## src/rtl/pio_capture_pkg.sv

```systemverilog
// Shared constants for the pio_capture_in block: register map, edge-mode
// encodings and FIFO_STAT bit layout.
package pio_capture_pkg;

    localparam logic [2:0] ADDR_DATA = 3'd0;
    localparam logic [2:0] ADDR_MASK = 3'd1;
    localparam logic [2:0] ADDR_EDGE = 3'd2;
    localparam logic [2:0] ADDR_POP  = 3'd3;
    localparam logic [2:0] ADDR_STAT = 3'd4;

    localparam int EDGE_RISE = 0;
    localparam int EDGE_FALL = 1;
    localparam int EDGE_ANY  = 2;

    localparam int STAT_COUNT_W   = 7;
    localparam int STAT_EMPTY_BIT = 8;
    localparam int STAT_FULL_BIT  = 9;
    localparam int STAT_OVF_BIT   = 16;

endpackage

```

## src/rtl/pio_snapshot_fifo.sv

```systemverilog
// Snapshot FIFO with a combinational head output. A push while full is only
// accepted if a pop frees the slot in the same cycle; overflow is tracked outside.
module pio_snapshot_fifo #(
    parameter int DATA_W     = 32,
    parameter int FIFO_DEPTH = 8,
    localparam int AW = $clog2(FIFO_DEPTH),
    localparam int CW = AW + 1
) (
    input  logic              clk,
    input  logic              reset_n,
    input  logic              push,
    input  logic              pop,
    input  logic [DATA_W-1:0] din,
    output logic [DATA_W-1:0] dout,
    output logic [CW-1:0]     count,
    output logic              full,
    output logic              empty
);

    logic [DATA_W-1:0] mem_q [FIFO_DEPTH];
    logic [AW-1:0]     wptr_q, rptr_q;
    logic [CW-1:0]     count_q;
    logic              do_push, do_pop;

    assign full    = (count_q == CW'(FIFO_DEPTH));
    assign empty   = (count_q == '0);
    assign do_pop  = pop & ~empty;
    assign do_push = push & (~full | do_pop);
    assign dout    = mem_q[rptr_q];
    assign count   = count_q;

    always_ff @(posedge clk) begin
        if (do_push) begin
            mem_q[wptr_q] <= din;
        end
    end

    // Pointers wrap naturally because FIFO_DEPTH is a power of two.
    always_ff @(posedge clk or negedge reset_n) begin
        if (!reset_n) begin
            wptr_q  <= '0;
            rptr_q  <= '0;
            count_q <= '0;
        end else begin
            if (do_push) wptr_q <= wptr_q + AW'(1);
            if (do_pop)  rptr_q <= rptr_q + AW'(1);
            count_q <= count_q + CW'(do_push) - CW'(do_pop);
        end
    end

endmodule

```

## src/rtl/pio_capture_in.sv

```systemverilog
// Avalon-MM input PIO: synchroniser, edge capture, maskable irq and a snapshot
// FIFO of the synchronised input word.
module pio_capture_in
    import pio_capture_pkg::*;
#(
    parameter int DATA_W      = 32,
    parameter int SYNC_STAGES = 2,
    parameter int EDGE_MODE   = EDGE_RISE,
    parameter int FIFO_DEPTH  = 8
) (
    input  logic              clk,
    input  logic              reset_n,
    input  logic [2:0]        address,
    input  logic              chipselect,
    input  logic              read,
    input  logic              write_n,
    input  logic [31:0]       writedata,
    input  logic [DATA_W-1:0] in_port,
    output logic [31:0]       readdata,
    output logic              irq
);

    localparam int CW = $clog2(FIFO_DEPTH) + 1;

    logic [DATA_W-1:0] sync_q [SYNC_STAGES];
    logic [DATA_W-1:0] prev_q, sync_w, edge_vec;
    logic [DATA_W-1:0] mask_q, mask_d, edge_cap_q, edge_cap_d, edge_clr;
    logic              ovf_q, ovf_d;
    logic [31:0]       readdata_q, readdata_d, rd_word;
    logic              wr_en, rd_en, push, pop;
    logic [DATA_W-1:0] fifo_dout;
    logic [CW-1:0]     fifo_count;
    logic              fifo_full, fifo_empty;

    genvar gi;
    generate
        for (gi = 0; gi < SYNC_STAGES; gi++) begin : g_sync
            always_ff @(posedge clk or negedge reset_n) begin
                if (!reset_n) begin
                    sync_q[gi] <= '0;
                end else if (gi == 0) begin
                    sync_q[gi] <= in_port;
                end else begin
                    sync_q[gi] <= sync_q[(gi == 0) ? 0 : gi - 1];
                end
            end
        end
    endgenerate

    assign sync_w = sync_q[SYNC_STAGES-1];

    generate
        if (EDGE_MODE == EDGE_FALL) begin : g_fall
            assign edge_vec = ~sync_w & prev_q;
        end else if (EDGE_MODE == EDGE_ANY) begin : g_any
            assign edge_vec = sync_w ^ prev_q;
        end else begin : g_rise
            assign edge_vec = sync_w & ~prev_q;
        end
    endgenerate

    assign wr_en = chipselect & ~write_n;
    assign rd_en = chipselect & read;
    assign push  = |(edge_vec & mask_q);
    assign pop   = rd_en && (address == ADDR_POP);

    pio_snapshot_fifo #(
        .DATA_W     (DATA_W),
        .FIFO_DEPTH (FIFO_DEPTH)
    ) u_fifo (
        .clk     (clk),
        .reset_n (reset_n),
        .push    (push),
        .pop     (pop),
        .din     (sync_w),
        .dout    (fifo_dout),
        .count   (fifo_count),
        .full    (fifo_full),
        .empty   (fifo_empty)
    );

    always_comb begin
        mask_d = mask_q;
        if (wr_en && address == ADDR_MASK) mask_d = writedata[DATA_W-1:0];

        // A new edge beats a same-cycle write-1-to-clear.
        edge_clr = '0;
        if (wr_en && address == ADDR_EDGE) edge_clr = writedata[DATA_W-1:0];
        edge_cap_d = (edge_cap_q & ~edge_clr) | edge_vec;

        ovf_d = ovf_q;
        if (wr_en && address == ADDR_STAT) ovf_d = 1'b0;
        if (push && fifo_full && !pop)     ovf_d = 1'b1;

        rd_word = '0;
        case (address)
            ADDR_DATA: rd_word[DATA_W-1:0] = sync_w;
            ADDR_MASK: rd_word[DATA_W-1:0] = mask_q;
            ADDR_EDGE: rd_word[DATA_W-1:0] = edge_cap_q;
            ADDR_POP:  rd_word[DATA_W-1:0] = fifo_empty ? '0 : fifo_dout;
            ADDR_STAT: begin
                rd_word[STAT_COUNT_W-1:0] = STAT_COUNT_W'(fifo_count);
                rd_word[STAT_EMPTY_BIT]   = fifo_empty;
                rd_word[STAT_FULL_BIT]    = fifo_full;
                rd_word[STAT_OVF_BIT]     = ovf_q;
            end
            default:   rd_word = '0;
        endcase
        readdata_d = rd_en ? rd_word : readdata_q;
    end

    always_ff @(posedge clk or negedge reset_n) begin
        if (!reset_n) begin
            prev_q     <= '0;
            mask_q     <= '0;
            edge_cap_q <= '0;
            ovf_q      <= 1'b0;
            readdata_q <= '0;
        end else begin
            prev_q     <= sync_w;
            mask_q     <= mask_d;
            edge_cap_q <= edge_cap_d;
            ovf_q      <= ovf_d;
            readdata_q <= readdata_d;
        end
    end

    assign readdata = readdata_q;
    assign irq      = |(edge_cap_q & mask_q);

endmodule
```

## config.mk

```make
export PLATFORM = sky130hd
export DESIGN_NAME = pio_capture_in
export DESIGN_NICKNAME = d
export VERILOG_FILES = /design/src/rtl/pio_capture_pkg.sv /design/src/rtl/pio_snapshot_fifo.sv /design/src/rtl/pio_capture_in.sv
export SDC_FILE = /design/constraint.sdc
export NUM_CORES = 1
export LEC_CHECK = 0
export ABC_AREA = 1
export CORE_MARGIN = 2
export CORE_UTILIZATION = 59
export DETAILED_ROUTE_END_ITERATION = 16
export GPL_ROUTABILITY_DRIVEN = 0
export PLACE_DENSITY_LB_ADDON = 0.2
export SETUP_SLACK_MARGIN = 0.15
export SYNTH_ARGS = -nofsm -noshare
export SYNTH_HDL_FRONTEND = slang
export SYNTH_SLANG_ARGS = --single-unit
```

## constraint.sdc

```tcl
create_clock -name clk -period 3.5 [get_ports clk]
set_clock_uncertainty 0.05 [all_clocks]
set_input_delay 0.525 -clock clk [delete_from_list [all_inputs] [get_ports clk]]
set_output_delay 0.525 -clock clk [all_outputs]
set_load 0.05 [all_outputs]
```

After elaboration in Yosys (flattened, before gate mapping)
Memory sizes are Yosys's and may differ from the RTL's.
Cells that the tools add are included.

storage, ports and cells
  memory bits (writable) = 256
  input port bits = 72
  memories = 1
  register bits = 203
  logic and storage cells = 59

operators by class
  equal/unequal tests = 5
  muxes and demuxes = 12
  bitwise logic cells = 15
  reduce and logical (&&, ||, !) cells = 12
  add/sub/neg operators = 4

memories
  name          words  bits a word  rd ports  clocked after memory_dff  wr ports  RTL line                 text
  u_fifo.mem_q  8      32           1         0                         1         pio_snapshot_fifo.sv:20  logic [DATA_W-1:0] mem_q [FIFO_DEPTH];

operators by type and width
  cell                 number
  $and 32x32->32       4
  $mux 32              2
  $not 32->32          2
  $reduce_or 32->1     2
  $pmux 15 s4          1
  $pmux 7 s5           1
  $or 32x32->32        1
  $pmux 6 s4           1
  $pmux 2 s5           1
  $add 3x1->3 const B  2
  $eq 3x2->1 const B   2
  $logic_and 1x1->1    6
  $pmux 1 s5           1
  $add 4x1->4          1
  $and 1x1->1          4
  $eq 4x4->1 const B   1
  $logic_not 4->1      1
  $mux 1               4
  $pmux 1 s4           1
  $sub 4x1->4          1
  $eq 3x1->1 const B   1
  $eq 3x3->1 const B   1
  $logic_not 3->1      1
  $not 1->1            3
  other kinds (3)      3

Longest topological paths before layout
  depth after elaboration = 7
  depth in mapped cells = 14
  depth with buffers taken out = 14

Cells and area by module
Synthesis repeated with hierarchy kept, for this count alone.

second synthesis, totals
  cells, all modules = 1,749
  area total of the unflattened synthesis = 18,549.0 um^2

modules (own cells, without submodules)
  module             cells an instance  instances  area an instance (um^2)  sequential area each (um^2)
  pio_snapshot_fifo  927                1          10,900.5                 7,937.6
  pio_capture_in     822                1          7,648.6                  4,829.6

Worst setup path after synthesis
No wires, ideal clock.

  kind = input -> register
  from = input address[1]
  to = memory u_fifo.mem_q[2][0] (enable)
  cell stages on the path = 8
  setup time = 0.421 ns
  setup slack = 0.477 ns
  path buffers = 0
  arrival time = 2.552 ns
  data required time = 3.029 ns
  path through = inv_2 nor3_2 nand2_1 inv_2 nand2_2 nand2_2 nand3_1 nor2_1

between the ends
  cells in the longest elaborated chain, start to end = 7

RTL lines
  item                          RTL line                 text
  start: declaration            pio_capture_in.sv:13     input logic [2:0] address,
  $eq 3x2->1                    pio_capture_in.sv:65     assign pop = rd_en && (address == ADDR_POP);
  $logic_and 1x1->1             pio_capture_in.sv:65
  $and 1x1->1                   pio_snapshot_fifo.sv:27  assign do_pop = pop & ~empty;
  $or 1x1->1                    pio_snapshot_fifo.sv:28  assign do_push = push & (~full | do_pop);
  $and 1x1->1                   pio_snapshot_fifo.sv:28
  $mux 1                        pio_snapshot_fifo.sv:33  if (do_push) begin
  $mux 1 (not written as such)  pio_snapshot_fifo.sv:34  mem_q[wptr_q] <= din;
  end: declaration              pio_snapshot_fifo.sv:20

Every way passes these cells.

Worst setup path in the final report
  from = register mask_q[10]
  to = output irq

between the ends
  cells in the longest elaborated chain, start to end = 2

RTL lines
  item                      RTL line               text
  start: declaration        pio_capture_in.sv:27   logic [DATA_W-1:0] mask_q, mask_d, edge_cap_q, edge_cap_d, edge_clr;
  start signal: assignment  pio_capture_in.sv:121  mask_q <= mask_d;
  $and 32x32->32            pio_capture_in.sv:129  assign irq = |(edge_cap_q & mask_q);
  $reduce_or 32->1          pio_capture_in.sv:129
  end: declaration          pio_capture_in.sv:20   output logic irq

Every way passes these cells.

==> flow_summary.json <==
{
  "mostFrequentLayoutCells": "256 x nor2_1, 256 x edfxtp_1, 239 x nand2_1, 201 x dfrtp_1, 195 x o21ai_0",
  "die-width_um": 180,
  "synth_seq_area_share_pct": 70.2,
  "cp_common_cell": "nand2_1",
  "max_stage_delay_ns": 0.72,
  "hpwl_um": 27900,
  "numCtsBuffers": 46,
  "startpoint_type": "flop",
  "wire_per_inst_um": 20.4,
  "setup_ws_ns": 0.336,
  "crit_type": "flop to primary output",
  "drcViolationCount": 0,
  "gr-total-overflow": 0,
  "fin_crit_sh_pct": 90.4,
  "r2r_start": "sync_w[18]",
  "crit_arrival_ns": 2.59,
  "ir_drop_mv": 0.489,
  "cts_resized": 0,
  "p_switching_mw": 5.49,
  "antenna_cells": 0,
  "holdPathEnd": "sync_w[0]",
  "drt_first_pass_iters": 5,
  "holdCritStartpoint": "sync_q[32]",
  "tightest_slew_ns": 0.822,
  "num_vias": 12676,
  "fin_tns_setup_ns": 0,
  "ys_types": 32,
  "wirelength_um": 44600,
  "grt_start_max_net_pins": 130,
  "cp_num_cells": 7,
  "finalHoldViolCount": 0,
  "min_path_type": "flop to flop",
  "rows": 64,
  "power_density_nw_per_um2": 792,
  "dieHeight_um": 180,
  "maxCapViolations": 0,
  "drt_iter0_drc": 1681,
  "placed_area_sq_um": 19700,
  "grt_antenna_before_repair": 0,
  "finalCoreUtilization_pct": 70.1,
  "status": "completed",
  "worstHoldPathCells": 0,
  "syn2layout_area_growth_pct": 17.3,
  "cp_cell_sequence": "nand2_1, nand2_1, a221oi_1, nand3_1, nor2_1, nand2_1, clkdlybuf4s50_1",
  "fin_crit_ns": 3.16,
  "slew_headroom_pct": 45.2,
  "crit_fanout": 4,
  "register_area_sq_um": 12800,
  "postCtsSetupBuffers": 0,
  "fin_area_sq_um": 21300,
  "initial_core_util_pct": 59.8,
  "setup_violations": 0,
  "endpoint_kind": "primary output",
  "synth_seq_cells": 459,
  "dieArea_sq_um": 32200,
  "rsz0062_at_grt": "no",
  "worst_ep_required_time_ns": 2.92,
  "slowest_stage": "clkdlybuf4s50_1",
  "p_seq_share_pct": 44.0,
  "nFillCells": 2186,
  "cts_hold_buf": 1,
  "maxSlewViolCount": 0,
  "r2r_setup_slack_ns": 0.73,
  "yosys_warnings": 0,
  "p_int_mw": 11.4,
  "numClockSinks": 459,
  "clkPwrFrac_pct": 31.2,
  "multi_input_area_sq_um": 4510,
  "h-tree-depth": 2,
  "layout-drive-gt1-share_pct": 6.93,
  "ant_nets": 0,
  "clock_latency_ns": 0.55,
  "cts_tree": "done",
  "core-area_sq_um": 30400,
  "cts_buffer_depth": 3,
  "grt_usage_pct": 27.8,
  "combPwrFrac_pct": 24.8,
  "reg2reg_to": "u_fifo.mem_q[4][25]",
  "switching_share_pct": 32.5,
  "path_delay_family": "buffers and inverters",
  "syn_area_per_cell_sq_um": 11.1,
  "leakagePower_nw": 8.68,
  "crit_buf_inv": 1,
  "io_buffers": 104,
  "grt_pass1_wl_um": 69800,
  "clock.fmax_mhz": 316,
  "path_clk_slew_ns": 0.06,
  "io_pins": 105,
  "reg2reg_depth": 11,
  "dp_slack_ns": 0.434,
  "synth_cells": 1642,
  "vias_per_cell": 5.80,
  "syn-cell-area_sq_um": 18200,
  "nets": 1834,
  "synth_nets": 1723,
  "root_buffer": "clkbuf_16",
  "grt_pass1_vias": 12419
}
==> layer usage <==
metal / part of all wire, % / vias up / routed length [um] / GRT usage (%)
met1: 43 / 6212 / 19000 / 41.7
met3: 9.9 / 90 / 4400 / 5.65
met5: 0 / - / 0 / 0
met2: 45 / 590 / 20100 / 42.1
li1: - / 5784 / - / -
met4: 2.5 / 0 / 1120 / 7.64
==> power by group through the flow <==
stage / registers, mW / clock network [mW] / logic (mW)
finish: 7.44 / 5.26 / 4.19
global placement: 7.47 / 0 / 4.01
global route: 7.53 / 5.54 / 4.64
floorplan: 7.50 / 0 / 2.74
detailed placement: 7.52 / 0 / 4.15
CTS: 7.43 / 5.32 / 4.20
==> cells by family (layout without fill, tap and decap cells) <==
logic type      after synthesis  count (layout)  synth area share [%]
xor+xnor                      5               5                 0.241
compound gates              330             330                  9.81
buf+inv                     223             371                  5.30
flops                       459             459                  70.2
simple gates                616             616                  13.8
fa+ha+maj                     9               9                 0.661
==> final cells by class <==
type,instances,area share (%)
flip-flops and latches,459,59.9
multi-input cells,960,21.1
repair buffers,138,6.40
clock buffers,60,5.88
inverters,148,2.61
well taps,396,2.32
clock inverters,25,1.77
==> worst max-delay path by stage <==
stage	startpoint	to	slack, ns
after floorplan	address[1]	u_fifo.mem_q[2][0]	0.48
after global placement	address[1]	u_fifo.mem_q[4][12]	0.48
after detailed placement	address[0]	u_fifo.mem_q[2][7]	0.43
after CTS	mask_q[10]	irq	0.36
after global routing	mask_q[10]	irq	0.28
final	mask_q[10]	irq	0.34
==> registers in the layout, indices dropped and copies added, names as in the netlist <==
| signal | flops |
|---|---|
| readdata | 32 |
| mask_q | 32 |
| sync_w | 32 |
| edge_cap_q | 32 |
| u_fifo.rptr_q | 3 |
| u_fifo.wptr_q | 3 |
| ovf_q | 1 |
| sync_q | 32 |
| u_fifo.count | 4 |
| prev_q | 32 |
| u_fifo.mem_q | 256 |
==> synthesized netlist by cell type, drive strengths merged <==
cell type,number,area [sq um]
xor2,4,35.0
o21ai,234,1170
nand3,95,480
buf,44,288
nor2,264,991
nand4,1,12.5
a21oi,28,140
ha,8,100
dfrtp,203,5080
nor3b,1,7.51
o22ai,34,213
inv,148,556
nand2,242,916
fa,1,20.0
clkbuf,31,120
edfxtp,256,7690
xnor2,1,8.76
a221oi,1,8.76
o2111ai,2,17.5
nor3,2,15.0
nand3b,11,82.6
o211ai,31,233
==> through the flow <==
step                      hold slack [ns]  power, mW  std cells
final                               0.296       16.9       2186
after floorplan                     0.179       10.2       1642
after CTS                           0.298       16.9       2186
after global placement              0.282       11.5       2100
after detailed placement            0.285       11.7       2100
after global routing                0.304       17.7       2186
Note: power is estimated with default switching activity, not from simulation.
